[src/rtl/idma_desc64_submit_pkg.sv]
// Shared types and constants for the desc64 submit initiator.
// The optional status poll before each write is enabled by defining
// IDMA_DESC64_SUBMIT_POLL_EN.
package idma_desc64_submit_pkg;

  // Default APB register map of the desc64 frontend.
  localparam logic [31:0] DefaultDescAddrOffset = 32'h10;
  localparam logic [31:0] DefaultStatusOffset   = 32'h8;
  // Bit of the status register that reports "input FIFO full".
  localparam int unsigned StatusFullBit = 1;

  // FSM state encodings.
  localparam logic [2:0] StIdle       = 3'd0;
  localparam logic [2:0] StPollSetup  = 3'd1;
  localparam logic [2:0] StPollAccess = 3'd2;
  localparam logic [2:0] StWrSetup    = 3'd3;
  localparam logic [2:0] StWrAccess   = 3'd4;

  typedef enum logic [2:0] {
    IDLE        = StIdle,
    POLL_SETUP  = StPollSetup,
    POLL_ACCESS = StPollAccess,
    WR_SETUP    = StWrSetup,
    WR_ACCESS   = StWrAccess
  } state_e;

  // Default APB request/response types (32-bit address, 64-bit data).
  typedef struct packed {
    logic [31:0] paddr;
    logic [2:0]  pprot;
    logic        psel;
    logic        penable;
    logic        pwrite;
    logic [63:0] pwdata;
    logic [7:0]  pstrb;
  } apb_req_std_t;

  typedef struct packed {
    logic        pready;
    logic [63:0] prdata;
    logic        pslverr;
  } apb_rsp_std_t;

endpackage

[src/rtl/idma_desc64_submit_fifo.sv]
// Small synchronous FIFO with the fifo_v3 parameter set (FALL_THROUGH, DEPTH,
// DATA_WIDTH). Push when full and pop when empty are ignored.
module idma_desc64_submit_fifo #(
  parameter bit          FALL_THROUGH = 1'b0,
  parameter int unsigned DEPTH        = 4,
  parameter int unsigned DATA_WIDTH   = 64,
  localparam int unsigned PtrW = (DEPTH > 1) ? $clog2(DEPTH) : 1,
  localparam int unsigned CntW = $clog2(DEPTH + 1)
) (
  input  logic                  clk_i,
  input  logic                  rst_i,
  input  logic                  push_i,
  input  logic [DATA_WIDTH-1:0] data_i,
  input  logic                  pop_i,
  output logic [DATA_WIDTH-1:0] data_o,
  output logic                  full_o,
  output logic                  empty_o,
  output logic [CntW-1:0]       usage_o
);

  logic [DATA_WIDTH-1:0] mem_q [DEPTH];
  logic [PtrW-1:0]       wr_ptr_q, wr_ptr_d;
  logic [PtrW-1:0]       rd_ptr_q, rd_ptr_d;
  logic [CntW-1:0]       cnt_q, cnt_d;
  logic                  bypass;
  logic                  do_push;
  logic                  do_pop;

  // In fall-through mode an entry pushed and popped while empty never lands.
  assign bypass  = FALL_THROUGH && (cnt_q == '0) && push_i && pop_i;
  assign full_o  = (cnt_q == CntW'(DEPTH));
  assign empty_o = (cnt_q == '0) && !(FALL_THROUGH && push_i);
  assign usage_o = cnt_q;
  assign do_push = push_i && !full_o && !bypass;
  assign do_pop  = pop_i && (cnt_q != '0) && !bypass;
  assign data_o  = (FALL_THROUGH && (cnt_q == '0)) ? data_i : mem_q[rd_ptr_q];

  // Pointer and occupancy next-state, wrapping pointers at DEPTH.
  always_comb begin
    wr_ptr_d = wr_ptr_q;
    rd_ptr_d = rd_ptr_q;
    cnt_d    = cnt_q;
    if (do_push) begin
      wr_ptr_d = (wr_ptr_q == PtrW'(DEPTH - 1)) ? '0 : wr_ptr_q + PtrW'(1);
    end
    if (do_pop) begin
      rd_ptr_d = (rd_ptr_q == PtrW'(DEPTH - 1)) ? '0 : rd_ptr_q + PtrW'(1);
    end
    if (do_push && !do_pop) begin
      cnt_d = cnt_q + CntW'(1);
    end else if (!do_push && do_pop) begin
      cnt_d = cnt_q - CntW'(1);
    end
  end

  // Pointer and occupancy registers; reset empties the FIFO.
  always_ff @(posedge clk_i or posedge rst_i) begin
    if (rst_i) begin
      wr_ptr_q <= '0;
      rd_ptr_q <= '0;
      cnt_q    <= '0;
    end else begin
      wr_ptr_q <= wr_ptr_d;
      rd_ptr_q <= rd_ptr_d;
      cnt_q    <= cnt_d;
    end
  end

  // Storage array; contents are meaningless while the count says empty.
  always_ff @(posedge clk_i) begin
    if (do_push) begin
      mem_q[wr_ptr_q] <= data_i;
    end
  end

endmodule

[src/rtl/idma_desc64_submit.sv]
// APB initiator that writes buffered descriptor pointers into the desc64
// frontend's descriptor-address register. Define IDMA_DESC64_SUBMIT_POLL_EN
// to read the frontend status register before every write and only write
// once it reports not-full.
//
// Handshake: a producer pointer is accepted on any clock edge where
// desc_valid_i && desc_ready_o; desc_ready_o depends only on FIFO fullness
// (and reset), never on desc_valid_i. On APB, psel/paddr/pwrite/pwdata are
// held from the setup cycle through the access cycle in which pready is 1.
module idma_desc64_submit
  import idma_desc64_submit_pkg::*;
#(
  parameter int unsigned AddrWidth      = 64,
  parameter int unsigned FifoDepth      = 4,
  parameter logic [31:0] DescAddrOffset = DefaultDescAddrOffset,
  parameter logic [31:0] StatusOffset   = DefaultStatusOffset,
  parameter type         apb_req_t      = apb_req_std_t,
  parameter type         apb_rsp_t      = apb_rsp_std_t
) (
  input  logic                 clk_i,
  input  logic                 rst_i,
  input  logic [AddrWidth-1:0] desc_addr_i,
  input  logic                 desc_valid_i,
  output logic                 desc_ready_o,
  output apb_req_t             apb_req_o,
  input  apb_rsp_t             apb_rsp_i,
  output logic                 busy_o,
  output logic [31:0]          submitted_o,
  output logic                 error_o,
  output logic [2:0]           state_o
);

  localparam int unsigned UsageW = $clog2(FifoDepth + 1);

`ifdef IDMA_DESC64_SUBMIT_POLL_EN
  localparam state_e FirstSetup = POLL_SETUP;
`else
  localparam state_e FirstSetup = WR_SETUP;
`endif

  state_e              state_q, state_d;
  logic [31:0]         submitted_q, submitted_d;
  logic                error_q, error_d;
  logic                fifo_full;
  logic                fifo_empty;
  logic [UsageW-1:0]   fifo_usage;
  logic [AddrWidth-1:0] fifo_head;
  logic                fifo_push;
  logic                fifo_pop;
  logic                unused_rsp;

  // Not every response bit is consumed in every configuration.
  assign unused_rsp = ^apb_rsp_i;

  assign desc_ready_o = ~fifo_full & ~rst_i;
  assign fifo_push    = desc_valid_i & desc_ready_o;
  assign busy_o       = ~fifo_empty | (state_q != IDLE);
  assign submitted_o  = submitted_q;
  assign error_o      = error_q;
  assign state_o      = state_q;

  idma_desc64_submit_fifo #(
    .FALL_THROUGH (1'b0),
    .DEPTH        (FifoDepth),
    .DATA_WIDTH   (AddrWidth)
  ) i_fifo (
    .clk_i   (clk_i),
    .rst_i   (rst_i),
    .push_i  (fifo_push),
    .data_i  (desc_addr_i),
    .pop_i   (fifo_pop),
    .data_o  (fifo_head),
    .full_o  (fifo_full),
    .empty_o (fifo_empty),
    .usage_o (fifo_usage)
  );

  // Transfer sequencing, FIFO pop, success counter and sticky error.
  always_comb begin
    state_d     = state_q;
    submitted_d = submitted_q;
    error_d     = error_q;
    fifo_pop    = 1'b0;
    case (state_q)
      IDLE: begin
        // A push this cycle already starts the setup phase next cycle.
        if (!fifo_empty || fifo_push) begin
          state_d = FirstSetup;
        end
      end
`ifdef IDMA_DESC64_SUBMIT_POLL_EN
      POLL_SETUP: begin
        state_d = POLL_ACCESS;
      end
      POLL_ACCESS: begin
        if (apb_rsp_i.pready) begin
          if (apb_rsp_i.pslverr) begin
            // A failed status read is treated as not-full.
            error_d = 1'b1;
            state_d = WR_SETUP;
          end else if (apb_rsp_i.prdata[StatusFullBit]) begin
            state_d = POLL_SETUP;
          end else begin
            state_d = WR_SETUP;
          end
        end
      end
`endif
      WR_SETUP: begin
        state_d = WR_ACCESS;
      end
      WR_ACCESS: begin
        if (apb_rsp_i.pready) begin
          // The entry is dropped even on pslverr; no retry.
          fifo_pop = 1'b1;
          if (apb_rsp_i.pslverr) begin
            error_d = 1'b1;
          end else begin
            submitted_d = submitted_q + 32'd1;
          end
          if ((fifo_usage > UsageW'(1)) || fifo_push) begin
            state_d = FirstSetup;
          end else begin
            state_d = IDLE;
          end
        end
      end
      default: begin
        state_d = IDLE;
      end
    endcase
  end

  // APB request decode from the current state; all-zero when idle.
  always_comb begin
    apb_req_o = '0;
    case (state_q)
`ifdef IDMA_DESC64_SUBMIT_POLL_EN
      POLL_SETUP, POLL_ACCESS: begin
        apb_req_o.psel    = 1'b1;
        apb_req_o.penable = (state_q == POLL_ACCESS);
        apb_req_o.pwrite  = 1'b0;
        apb_req_o.paddr   = StatusOffset;
      end
`endif
      WR_SETUP, WR_ACCESS: begin
        apb_req_o.psel    = 1'b1;
        apb_req_o.penable = (state_q == WR_ACCESS);
        apb_req_o.pwrite  = 1'b1;
        apb_req_o.paddr   = DescAddrOffset;
        apb_req_o.pwdata  = fifo_head;
        apb_req_o.pstrb   = '1;
      end
      default: begin
        apb_req_o = '0;
      end
    endcase
  end

  // State, counter and error registers; async reset returns to IDLE.
  always_ff @(posedge clk_i or posedge rst_i) begin
    if (rst_i) begin
      state_q     <= IDLE;
      submitted_q <= '0;
      error_q     <= 1'b0;
    end else begin
      state_q     <= state_d;
      submitted_q <= submitted_d;
      error_q     <= error_d;
    end
  end

endmodule

[config.mk]
export PLATFORM = sky130hd
export DESIGN_NAME = idma_desc64_submit
export DESIGN_NICKNAME = d
export VERILOG_FILES = /design/src/rtl/idma_desc64_submit_pkg.sv /design/src/rtl/idma_desc64_submit_fifo.sv /design/src/rtl/idma_desc64_submit.sv
export SDC_FILE = /design/constraint.sdc
export NUM_CORES = 1
export LEC_CHECK = 0
export ABC_AREA = 1
export ABC_CLOCK_PERIOD_IN_PS = 4300
export CAP_MARGIN = 30
export CORE_MARGIN = 1
export CORE_UTILIZATION = 45
export DETAILED_ROUTE_END_ITERATION = 12
export PLACE_DENSITY_LB_ADDON = 0.3
export SLEW_MARGIN = 15
export SYNTH_ARGS = -nofsm -noshare
export SYNTH_HDL_FRONTEND = slang
export SYNTH_HIERARCHICAL = 1
export SYNTH_SLANG_ARGS = --single-unit
[constraint.sdc]
create_clock -name clk_i -period 4.3 [get_ports clk_i]
set_input_delay 0.86 -clock clk_i [delete_from_list [all_inputs] [get_ports clk_i]]
set_output_delay 0.86 -clock clk_i [all_outputs]
set_load 0.02 [all_outputs]
# Yosys cells after proc, flatten, opt, wreduce, memory -nomap -nowiden
# Memories as Yosys holds them, arrays and structs flattened.
# Cells that the tools add are included.
# totals
in_bits	133
output_inout_bits	148
mem_count	1
ff_bits	43
mem_bits_rw	256
wordCells	60
# op_classes
eq_ne	7
order_cmp	1
muxes	14
reduce_logical	19
bitwise_logic	7
n_addsub	5
# memory_table
memory	depth	word_bits	read_ports	rd_clocked_by_memory_dff	wr	line_no	rtl
i_fifo.mem_q	4	64	1	0	1	idma_desc64_submit_fifo.sv:21	logic [DATA_WIDTH-1:0] mem_q [DEPTH];
# ops
cell	n
75-bit 2-to-1 mux	1
32-bit by 1-bit adder with 32-bit output (second input constant)	1
3-bit 2-to-1 mux	4
3-bit one-hot mux with 3 select lines	1
3-bit equality test (second input constant)	2
3-bit logical NOT	2
2-bit 2-to-1 mux	3
3-bit AND reduction	2
3-bit nonzero test	2
5-bit 2-to-1 mux	1
2-bit by 1-bit adder with 2-bit output (second input constant)	2
2-bit equality test (second input constant)	2
1-bit logical AND	4
1-bit logical NOT	4
1-bit 2-to-1 mux	4
2-bit inequality test (second input constant)	2
1-bit inverter	4
3-bit by 1-bit adder with 3-bit output (second input constant)	1
3-bit by 2-bit equality test with 1-bit output (second input constant)	1
3-bit by 1-bit > comparator with 1-bit output (second input constant)	1
3-bit by 1-bit subtractor with 3-bit output (second input constant)	1
1-bit AND	2
1-bit logical OR	2
2-bit AND reduction	1
other kinds (3)	3

# Logic depth before layout (Yosys ltp)
# Gate-level depths: netlist of run 1.
# logic_depth
depth_word	9
depth_mapped	16
depth_no_buf	16

# Hierarchy
# The synthesis of run 1 kept the hierarchy.
# by_module_without_submodules
module	seq_area_each_um2	cells_each	area_per_inst_um2	n_inst
idma_desc64_submit_fifo	7862.5	808	10734.0	1
idma_desc64_submit	875.8	441	2872.8	1

# Worst setup path before layout of run 1
# Ideal clock, no wire load.
# synth_path
path_type	input -> register
startpoint	input port rst_i
endpoint	memory i_fifo.mem_q[0][0] (enable)
setup_ns	0.487
n_path_buf	0
arrival_ns	4.258
t_required_ns	3.813
slack_ns	-0.445
path_stages	5
cell_sequence	nor2_1 > nand2_1 > inv_1 > nand2_1 > nor2_1
# synth_via
elab_chain_len	6
# synth_lines
element	line_no	rtl
start, declared	idma_desc64_submit.sv:21	input logic rst_i,
1-bit inverter	idma_desc64_submit.sv:55	assign desc_ready_o = ~fifo_full & ~rst_i;
1-bit AND	idma_desc64_submit.sv:55	
1-bit AND	idma_desc64_submit.sv:56	assign fifo_push = desc_valid_i & desc_ready_o;
via fifo_push	idma_desc64_submit.sv:48	logic fifo_push;
1-bit logical AND	idma_desc64_submit_fifo.sv:34	assign do_push = push_i && !full_o && !bypass;
1-bit 2-to-1 mux	idma_desc64_submit_fifo.sv:71	if (do_push) begin
1-bit 2-to-1 mux (implied by the code)	idma_desc64_submit_fifo.sv:72	mem_q[wr_ptr_q] <= data_i;
end, declared	idma_desc64_submit_fifo.sv:21	
# The timed path passes the listed nets, and every way through them passes these cells.

==> results of run 1 <==
## layer usage
metal | vias up | GRT usage, % | wire (um)
li1 | 4338 | - | -
met1 | 4178 | 22.1 | 11600
met2 | 250 | 30.8 | 13500
met3 | 40 | 3.92 | 1610
met4 | 4 | 4.46 | 550
met5 | - | 0 | 31
## stage by stage
step           area, um^2  TNS [ps]  util [%]
3_5_place_dp        15600         0      52.4
5_1_grt             16600         0      55.7
3_3_place_gp        15600         0      52.4
6_report            16600         0      55.7
4_1_cts             16600         0      55.7
2_1_floorplan       13700   -113820         -
## power groups by stage
stage	logic (uW)	clock network (uW)	registers (uW)
floorplan	3060	0	3690
global placement	4640	0	3730
detailed placement	4700	0	3750
CTS	4720	2610	3690
global route	5070	2740	3720
finish	4640	2550	3680
## flip-flops by register name (all words and copies together) (netlist names)
name	flops
submitted_o	32
i_fifo/wr_ptr_q	2
i_fifo/rd_ptr_q	2
error_o	1
i_fifo/usage_o	3
i_fifo/mem_q	256
state_o	2
## placed cells by master, fill, tap and decap left out, drive strengths merged, types with 21 or more instances in the layout
cell type      instances
clkbuf                36
clkdlybuf4s50        182
conb                  34
dfrtp                 42
edfxtp               256
inv                  235
nand2                365
nand3                 21
nor2                  51
o211ai               128
## worst max path at each step
stage / from / endpoint / slack, ps / cells after the start
after floorplan: rst_i / i_fifo/mem_q[0][0] / -440 / 5
after global placement: state_o[1] / apb_req_o[39] / 1160 / 6
after detailed placement: state_o[1] / apb_req_o[39] / 1150 / 6
after CTS: state_o[1] / apb_req_o[39] / 560 / 6
after global routing: i_fifo/rd_ptr_q[0] / apb_req_o[57] / 420 / 6
final: i_fifo/rd_ptr_q[0] / apb_req_o[57] / 610 / 6
## kinds of logic after synthesis
family | Yosys count | share of synthesized area (%)
buf+inv | 328 | 11.8
flops | 298 | 64.2
fa+ha+maj | 12 | 1.16
xor+xnor | 16 | 1.03
other cells | 1 | 0.0276
simple gates | 461 | 14.1
compound gates | 133 | 7.66
## critical path, stage by stage, from the launching register on
cell	delay, ps
dfrtp_4	900
buf_12	310
o211ai_1	130
nand2_1	110
nand2_1	50
inv_1	60
clkdlybuf4s50_1	670
## final cells by class
cell class / instances / area [um^2] / area share [%]
Inverter: 234 / 878 / 5.30
Clock buffer: 36 / 795 / 4.80
Tap cell: 390 / 488 / 2.95
Multi-Input combinational cell: 656 / 3430 / 20.7
Antenna cell: 1 / 2.50 / 0.0151
Sequential cell: 298 / 8740 / 52.8
Timing Repair Buffer: 195 / 2040 / 12.3
Clock inverter: 22 / 185 / 1.12
==> results_dict.tcl, run 1 <==
set metrics [dict create \
    grt_pass1_wl_um 43100 \
    min_from "error_o" \
    status "completed" \
    ys.flop_type "edfxtp_1" \
    ys_types 33 \
    yosysMostFrequentCell "nand2_1" \
    cts_tree "built" \
    hold_violations 0 \
    p_switching_uw 4020 \
    synth_area_leaders "edfxtp_1 (56%), nand2_1 (10%), dfrtp_1 (7.7%), o211ai_1 (6.5%), inv_1 (6.4%)" \
    synth-edff-count 256 \
    cts.reportedPaths.clkPinSlew_ps 60 \
    drcViolationCount 0 \
    fmax_ghz 0.271 \
    fin_hold_ws_ps 480 \
    relSlewSlack_pct 38.7 \
    stdcell_count 1832 \
    hpwlAfterDp_um 16200 \
    die_h_um 176 \
    p_clk_share_pct 23.5 \
    wl_per_cell_um 14.9 \
    ioPinCount 281 \
    worstMarginPinSlew_ps 919 \
    start_util_pct 45.8 \
    r2r_slack_ps 1790 \
    drive_gt1_share_pct 6.38 \
    fin_crit_ps 3690 \
    drt_iter0_markers 482 \
    first_pass_iters 7 \
    critical_path_class "reg -> out" \
    core_area_um2 29700 \
    r2r-end "i_fifo/usage_o[2]" \
    postCtsSetupRepairBufs 0 \
    fin_ws_ps 610 \
    ir_drop_v 0.000441 \
    dieArea_um2 30900 \
    routed_via_density 4.81 \
    worstRegToRegCells 15 \
    grt_overflow 0 \
    dieWidth_um 176 \
    cp.required_ps 3440 \
    p_leak_uw 0.00688 \
    area_growth_pct 21.7 \
    power.total_uw 10900 \
    netlist_instances 1249 \
    antenna_found_initial 4 \
    grt_setup_unrepaired "false" \
    yosysTopAreaCell "edfxtp_1" \
    numCtsBuffers 31 \
    num-fill-cells 2463 \
    max_cap_viol_count 0 \
    synth_commonest_cells "nand2_1 (363), edfxtp_1 (256), inv_1 (233)" \
    synth.top_cell.area_share_pct 56.5 \
    final_antenna_net_count 0 \
    portBuffers 182 \
    p_per_area_nw_per_um2 657 \
    yosysSeqAreaShare_pct 64.2 \
    finalCritPeriodShare_pct 85.8 \
    gp_congestion 0.840 \
    sequentialPowerShare_pct 33.9 \
    syn_area_per_cell_um2 10.9 \
    cts_hold_buf 0 \
    pwr-share-comb_pct 42.7 \
    cts.repair.resized 0 \
    cts_sinks 298 \
    crit-reg2reg-launch "i_fifo/usage_o[1]" \
    grt_max_degree 67 \
    dp_cells 1773 \
    path_max_fanout 62 \
    ys_seq_elements 298 \
    startpoint_type "register" \
    vias 8810 \
    grt_usage_pct 17.7 \
    syn_area_um2 13600 \
    async_flop_share_pct 14.1 \
    finalSetupViolCount 0 \
    cp-end-kind "primary output" \
    pre_cts_slack_ps 1150 \
    htree_levels 1 \
    clk_latency_ps 560 \
    arrival_ps 2830 \
    nets 1561 \
    rows 63 \
    totalWireLength_um 27300 \
    hp-class "reg -> reg" \
    grt_pass1_vias 8404 \
    p_sw_share_pct 37.0 \
    ys_warn_count 6 \
    finClkSkew_ps 13.8 \
    cts_root_buffer "clkbuf_16" \
    min_path_cells 1 \
    final_max_slew_viol_count 0 \
    whs_endpoint "error_o" \
    p_int_uw 6860 \
    clock_path_buffers 3 \
]
Power figures use the tool's default switching activity.
==> inputs of run 2 (changes only) <==
- CORE_MARGIN: 1 -> 8
==> run 2 against run 1 <==
Effect of this change: hold slack improved by 20 ps; sequential share of layout area down 0.47 points; final cell count rose by 0.33%; final area rose by 0.91%; combinational power grew 1%; maximum frequency increased by 1.3%; critical endpoint is now apb_req_o[37]; sequential cell count unchanged; worst setup slack gained 48 ps.
==> results_dict.tcl, run 2 (synthesized netlist as in run 1, its figures left out) <==
set metrics [dict create \
    cts_tree "built" \
    stdcell_count 1838 \
    met1_length_um 12200 \
    max_cap_viol_count 0 \
    p_leak_uw 0.00695 \
    crit-reg2reg-launch "i_fifo/usage_o[0]" \
    fmax_ghz 0.275 \
    worstRegToRegCells 15 \
    cts_hold_buf 0 \
    dp_cells 1778 \
    slowest_stage "clkdlybuf4s50_1" \
    routed_via_density 4.87 \
    grt_overflow 0 \
    ioPinCount 281 \
    wl_met3_um 2160 \
    nets 1569 \
    hpwlAfterDp_um 18000 \
    totalWireLength_um 28900 \
    cp.required_ps 3440 \
    cp-end-kind "primary output" \
    antenna_cells 0 \
    top_layer "met5" \
    min_from "error_o" \
    wl_per_cell_um 15.7 \
    relSlewSlack_pct 51.9 \
    hold_violations 0 \
    finClkSkew_ps 15.6 \
    clock_path_buffers 3 \
    layout_common_cells "nand2_1 (363), edfxtp_1 (256), inv_1 (233)" \
    min_path_cells 1 \
    grt_pass1_vias 8849 \
    drcViolationCount 0 \
    final_max_slew_viol_count 0 \
    antenna_found_initial 2 \
    grt_setup_unrepaired "false" \
    rows 63 \
    grt_max_degree 65 \
    path_cells "inv_1 -> ha_4 -> buf_12 -> nand2_1 -> inv_1 -> clkdlybuf4s50_1" \
    start_util_pct 45.8 \
    drt_iter0_markers 475 \
    startpoint_type "register" \
    postCtsSetupRepairBufs 0 \
    whs_endpoint "error_o" \
    dieArea_um2 36100 \
    hp-class "reg -> reg" \
    mostFrequentLayoutCell "nand2_1" \
    max_stage_delay_ps 620 \
    wl_met2_um 13900 \
    dieWidth_um 190 \
    cts_sinks 298 \
    core_area_um2 29700 \
    fin_hold_ws_ps 500 \
    r2r_slack_ps 1780 \
    final_antenna_net_count 0 \
    cts.repair.resized 0 \
    ir_drop_v 0.000501 \
    p_per_area_nw_per_um2 671 \
    cts.reportedPaths.clkPinSlew_ps 60 \
    arrival_ps 2780 \
    first_pass_iters 5 \
    numCtsBuffers 34 \
    drive_gt1_share_pct 6.77 \
    status "completed" \
    cts_root_buffer "clkbuf_16" \
    cpMostUsedCell "inv_1" \
    finalSetupViolCount 0 \
    finalCritPeriodShare_pct 84.7 \
    grt_usage_pct 15.9 \
    vias 8946 \
    fin_crit_ps 3640 \
    largest_reg_flops 256 \
    path_max_fanout 43 \
    worstMarginPinSlew_ps 722 \
    grt_pass1_wl_um 46200 \
    htree_levels 2 \
    critical_path_class "reg -> out" \
    gp_congestion 0.833 \
    area_growth_pct 22.8 \
    regMostFlops "i_fifo/mem_q" \
    die_h_um 190 \
    r2r-end "i_fifo/usage_o[2]" \
    clk_latency_ps 500 \
    portBuffers 182 \
    final_core_util_pct 56.2 \
]
run 2: changes by cell type in the layout (fill, tap and decap cells not counted), sizes merged:
cell,before,now
clkinv,18,16
diode,1,0
clkinvlp,0,2
bufinv,3,4
buf,13,18
clkbuf,36,37
run 2: through the flow:
step,power (uW),TNS (ps),setup slack [ps],area [um^2]
2_1_floorplan,6740,-113820,-445,13700
3_3_place_gp,8480,0,1150,15600
3_5_place_dp,8550,0,1110,15600
4_1_cts,11400,0,575,16700
5_1_grt,11900,0,467,16700
6_report,11200,0,658,16700
run 2: worst max-delay path by stage:
stage	startpoint	endpoint	slack (ps)	cells after the start
2_1_floorplan	rst_i	i_fifo/mem_q[0][0]	-440	5
3_3_place_gp	state_o[1]	apb_req_o[69]	1150	6
3_5_place_dp	state_o[1]	apb_req_o[69]	1110	6
4_1_cts	state_o[1]	apb_req_o[37]	570	6
5_1_grt	i_fifo/rd_ptr_q[0]	apb_req_o[22]	470	6
6_report	state_o[1]	apb_req_o[37]	660	6
run 2: cell type report:
class	instances	area, um^2
clock buffers	37	883
flip-flops and latches	298	8740
multi-input cells	656	3430
repair buffers	200	2080
clock inverters	23	211
fillers	2451	13000
well taps	390	488
inverters	234	878
run 2: worst max-delay path: cells and delay by family, from the launching register on:
family | cells | cell delay, ps
buffers and inverters | 4 | 1130
adder cells (fa/ha/maj) | 1 | 560
flip-flops | 1 | 440
AND/OR/NAND/NOR | 1 | 110
run 2: power breakdown:
| part | switching [uW] | internal (uW) |
|---|---|---|
| clock network | 1080 | 1720 |
| logic | 2790 | 1910 |
| registers | 233 | 3480 |
run 2: routing by layer:
layer	up-vias	GRT usage (%)
met3	52	3.75
li1	4375	-
met4	4	4.81
met2	265	27.0
met5	-	0
met1	4250	19.9
==> inputs of run 3 (changes only) <==
- ABC_CLOCK_PERIOD_IN_PS: 4300 -> 2900
- clock period: 4.3 -> 2.9 ns (I/O delays scaled with it)
==> run 3 against run 2 <==
Effect of this change: first-iteration DRC count grew 16%; largest power group unchanged; hold slack lost 61 ps; total power rose by 44%; global-route usage about the same; wire length is 1.8% higher; sequential power grew 45%; final area is 0.52% higher; clock-buffer cell count up 3; worst setup slack worse by 510 ps; core utilization up 0.29 points; register-to-register slack lost 1200 ps; sequential share of layout area down 0.27 points.
==> results_dict.tcl, run 3 (synthesized netlist as in run 1, its figures left out) <==
set metrics [dict create \
    regMostFlops "i_fifo/mem_q" \
    grt_overflow 0 \
    fin_ws_ps 152 \
    largest_reg_flops 256 \
    dp_cells 1784 \
    hold_violations 0 \
    vias 8844 \
    finalCritPeriodShare_pct 94.8 \
    fin_crit_ps 2750 \
    hpwlAfterDp_um 18700 \
    numCtsBuffers 34 \
    max_cap_viol_count 0 \
    gp_congestion 0.816 \
    ioPinCount 281 \
    final_antenna_net_count 0 \
    htree_levels 2 \
    nets 1578 \
    dieWidth_um 190 \
    grt_usage_pct 15.9 \
    crit_path_start "state_o[2]" \
    seqCellArea_um2 8740 \
    wl_per_cell_um 15.9 \
    cts_tree "built" \
    path_max_fanout 18 \
    routed_via_density 4.78 \
    final_max_slew_viol_count 0 \
    fmax_ghz 0.364 \
    hp-class "in -> async" \
    grt_max_degree 49 \
    num-fill-cells 2484 \
    drive_gt1_share_pct 7.41 \
    status "completed" \
    dieArea_um2 36100 \
    mostFrequentLayoutCell "nand2_1" \
    clk_latency_ps 490 \
    grt_pass1_wl_um 46400 \
    finalSetupViolCount 0 \
    first_pass_iters 5 \
    cp-end-kind "primary output" \
    core_area_um2 29700 \
    power.total_uw 16200 \
    arrival_ps 2170 \
    crit-reg2reg-launch "i_fifo/usage_o[1]" \
    startpoint_type "register" \
    start_util_pct 45.8 \
    p_leak_uw 0.00733 \
    portBuffers 182 \
    drcViolationCount 0 \
    stdcell_count 1850 \
    grt_setup_unrepaired "false" \
    clock_path_buffers 3 \
    die_h_um 190 \
    rows 63 \
    grt_pass1_vias 8666 \
    layout_common_cells "nand2_1 (363), edfxtp_1 (256), inv_1 (233)" \
    antenna_found_initial 1 \
    cts_root_buffer "clkbuf_16" \
    finClkSkew_ps 7.91 \
    pre_cts_slack_ps 310 \
    cp.required_ps 2320 \
    critical_path_class "reg -> out" \
    cts_sinks 298 \
    cts.reportedPaths.clkPinSlew_ps 50 \
    fin_hold_ws_ps 439 \
    stdcell_area_um2 16800 \
    ir_drop_v 0.000613 \
    place_area_um2 15700 \
    drt_iter0_markers 553 \
    cts_hold_buf 0 \
    area_growth_pct 23.5 \
    p_per_area_nw_per_um2 961 \
    totalWireLength_um 29400 \
    multi_input_area_um2 3430 \
]
==> run 3: what timing repair did <==
| action | CTS | global route |
|---|---|---|
| resized for setup | 66 | 11 |
| gates cloned | 1 | 0 |
| buffers inserted | 2 | 0 |
| endpoints found under the setup margin | 75 | 11 |
==> run 3: final cells by class <==
type | count | share of cell area [%]
inverter | 234 | 5.23
sequential | 298 | 52.1
antenna | 2 | 0.0298
clock buffer | 40 | 5.33
tap | 390 | 2.90
multi-input combinational | 656 | 20.4
clock inverter | 21 | 0.968
timing repair buffer | 209 | 13.1
==> run 3: metrics by stage <==
| stage | util [%] | TNS (ps) |
|---|---|---|
| 4_1_cts | 56.4 | 0 |
| 3_3_place_gp | 52.9 | 0 |
| 2_1_floorplan | - | -147590 |
| 5_1_grt | 56.5 | 0 |
| 6_report | 56.5 | 0 |
| 3_5_place_dp | 52.9 | 0 |
==> run 3: routing by layer <==
layer	part of all wire (%)	GRT usage [%]	up-vias
met3	5.8	2.65	36
met1	44	21.1	4205
met2	48	26.9	209
li1	-	-	4394
met4	1.8	4.03	0
met5	0	0	-
==> run 3: worst max-delay path, cell delays in order (launching register included) <==
cell	delay, ps
dfrtp_1	400
inv_1	120
ha_4	350
bufbuf_16	330
nand2_1	70
inv_1	80
dlygate4sd2_1	340
==> run 3: report_power, final <==
part | leakage [uW] | switching [uW] | total [uW] | internal, uW
clock | 0.000519 | 1590 | 3980 | 2390
combinational | 0.00394 | 4240 | 6790 | 2550
sequential | 0.00287 | 226 | 5380 | 5160
==> run 3: path summary, 6_finish.rpt <==
path	cells past startpoint	to	slack (ps)
min reg2reg	1	error_o	480
max	6	apb_req_o[60]	150
max reg2reg	15	i_fifo/usage_o[2]	620
min in group clk_i	1	error_o	480
max in group asynchronous	3	state_o[1]	1960
min	2	i_fifo/usage_o[1]	440
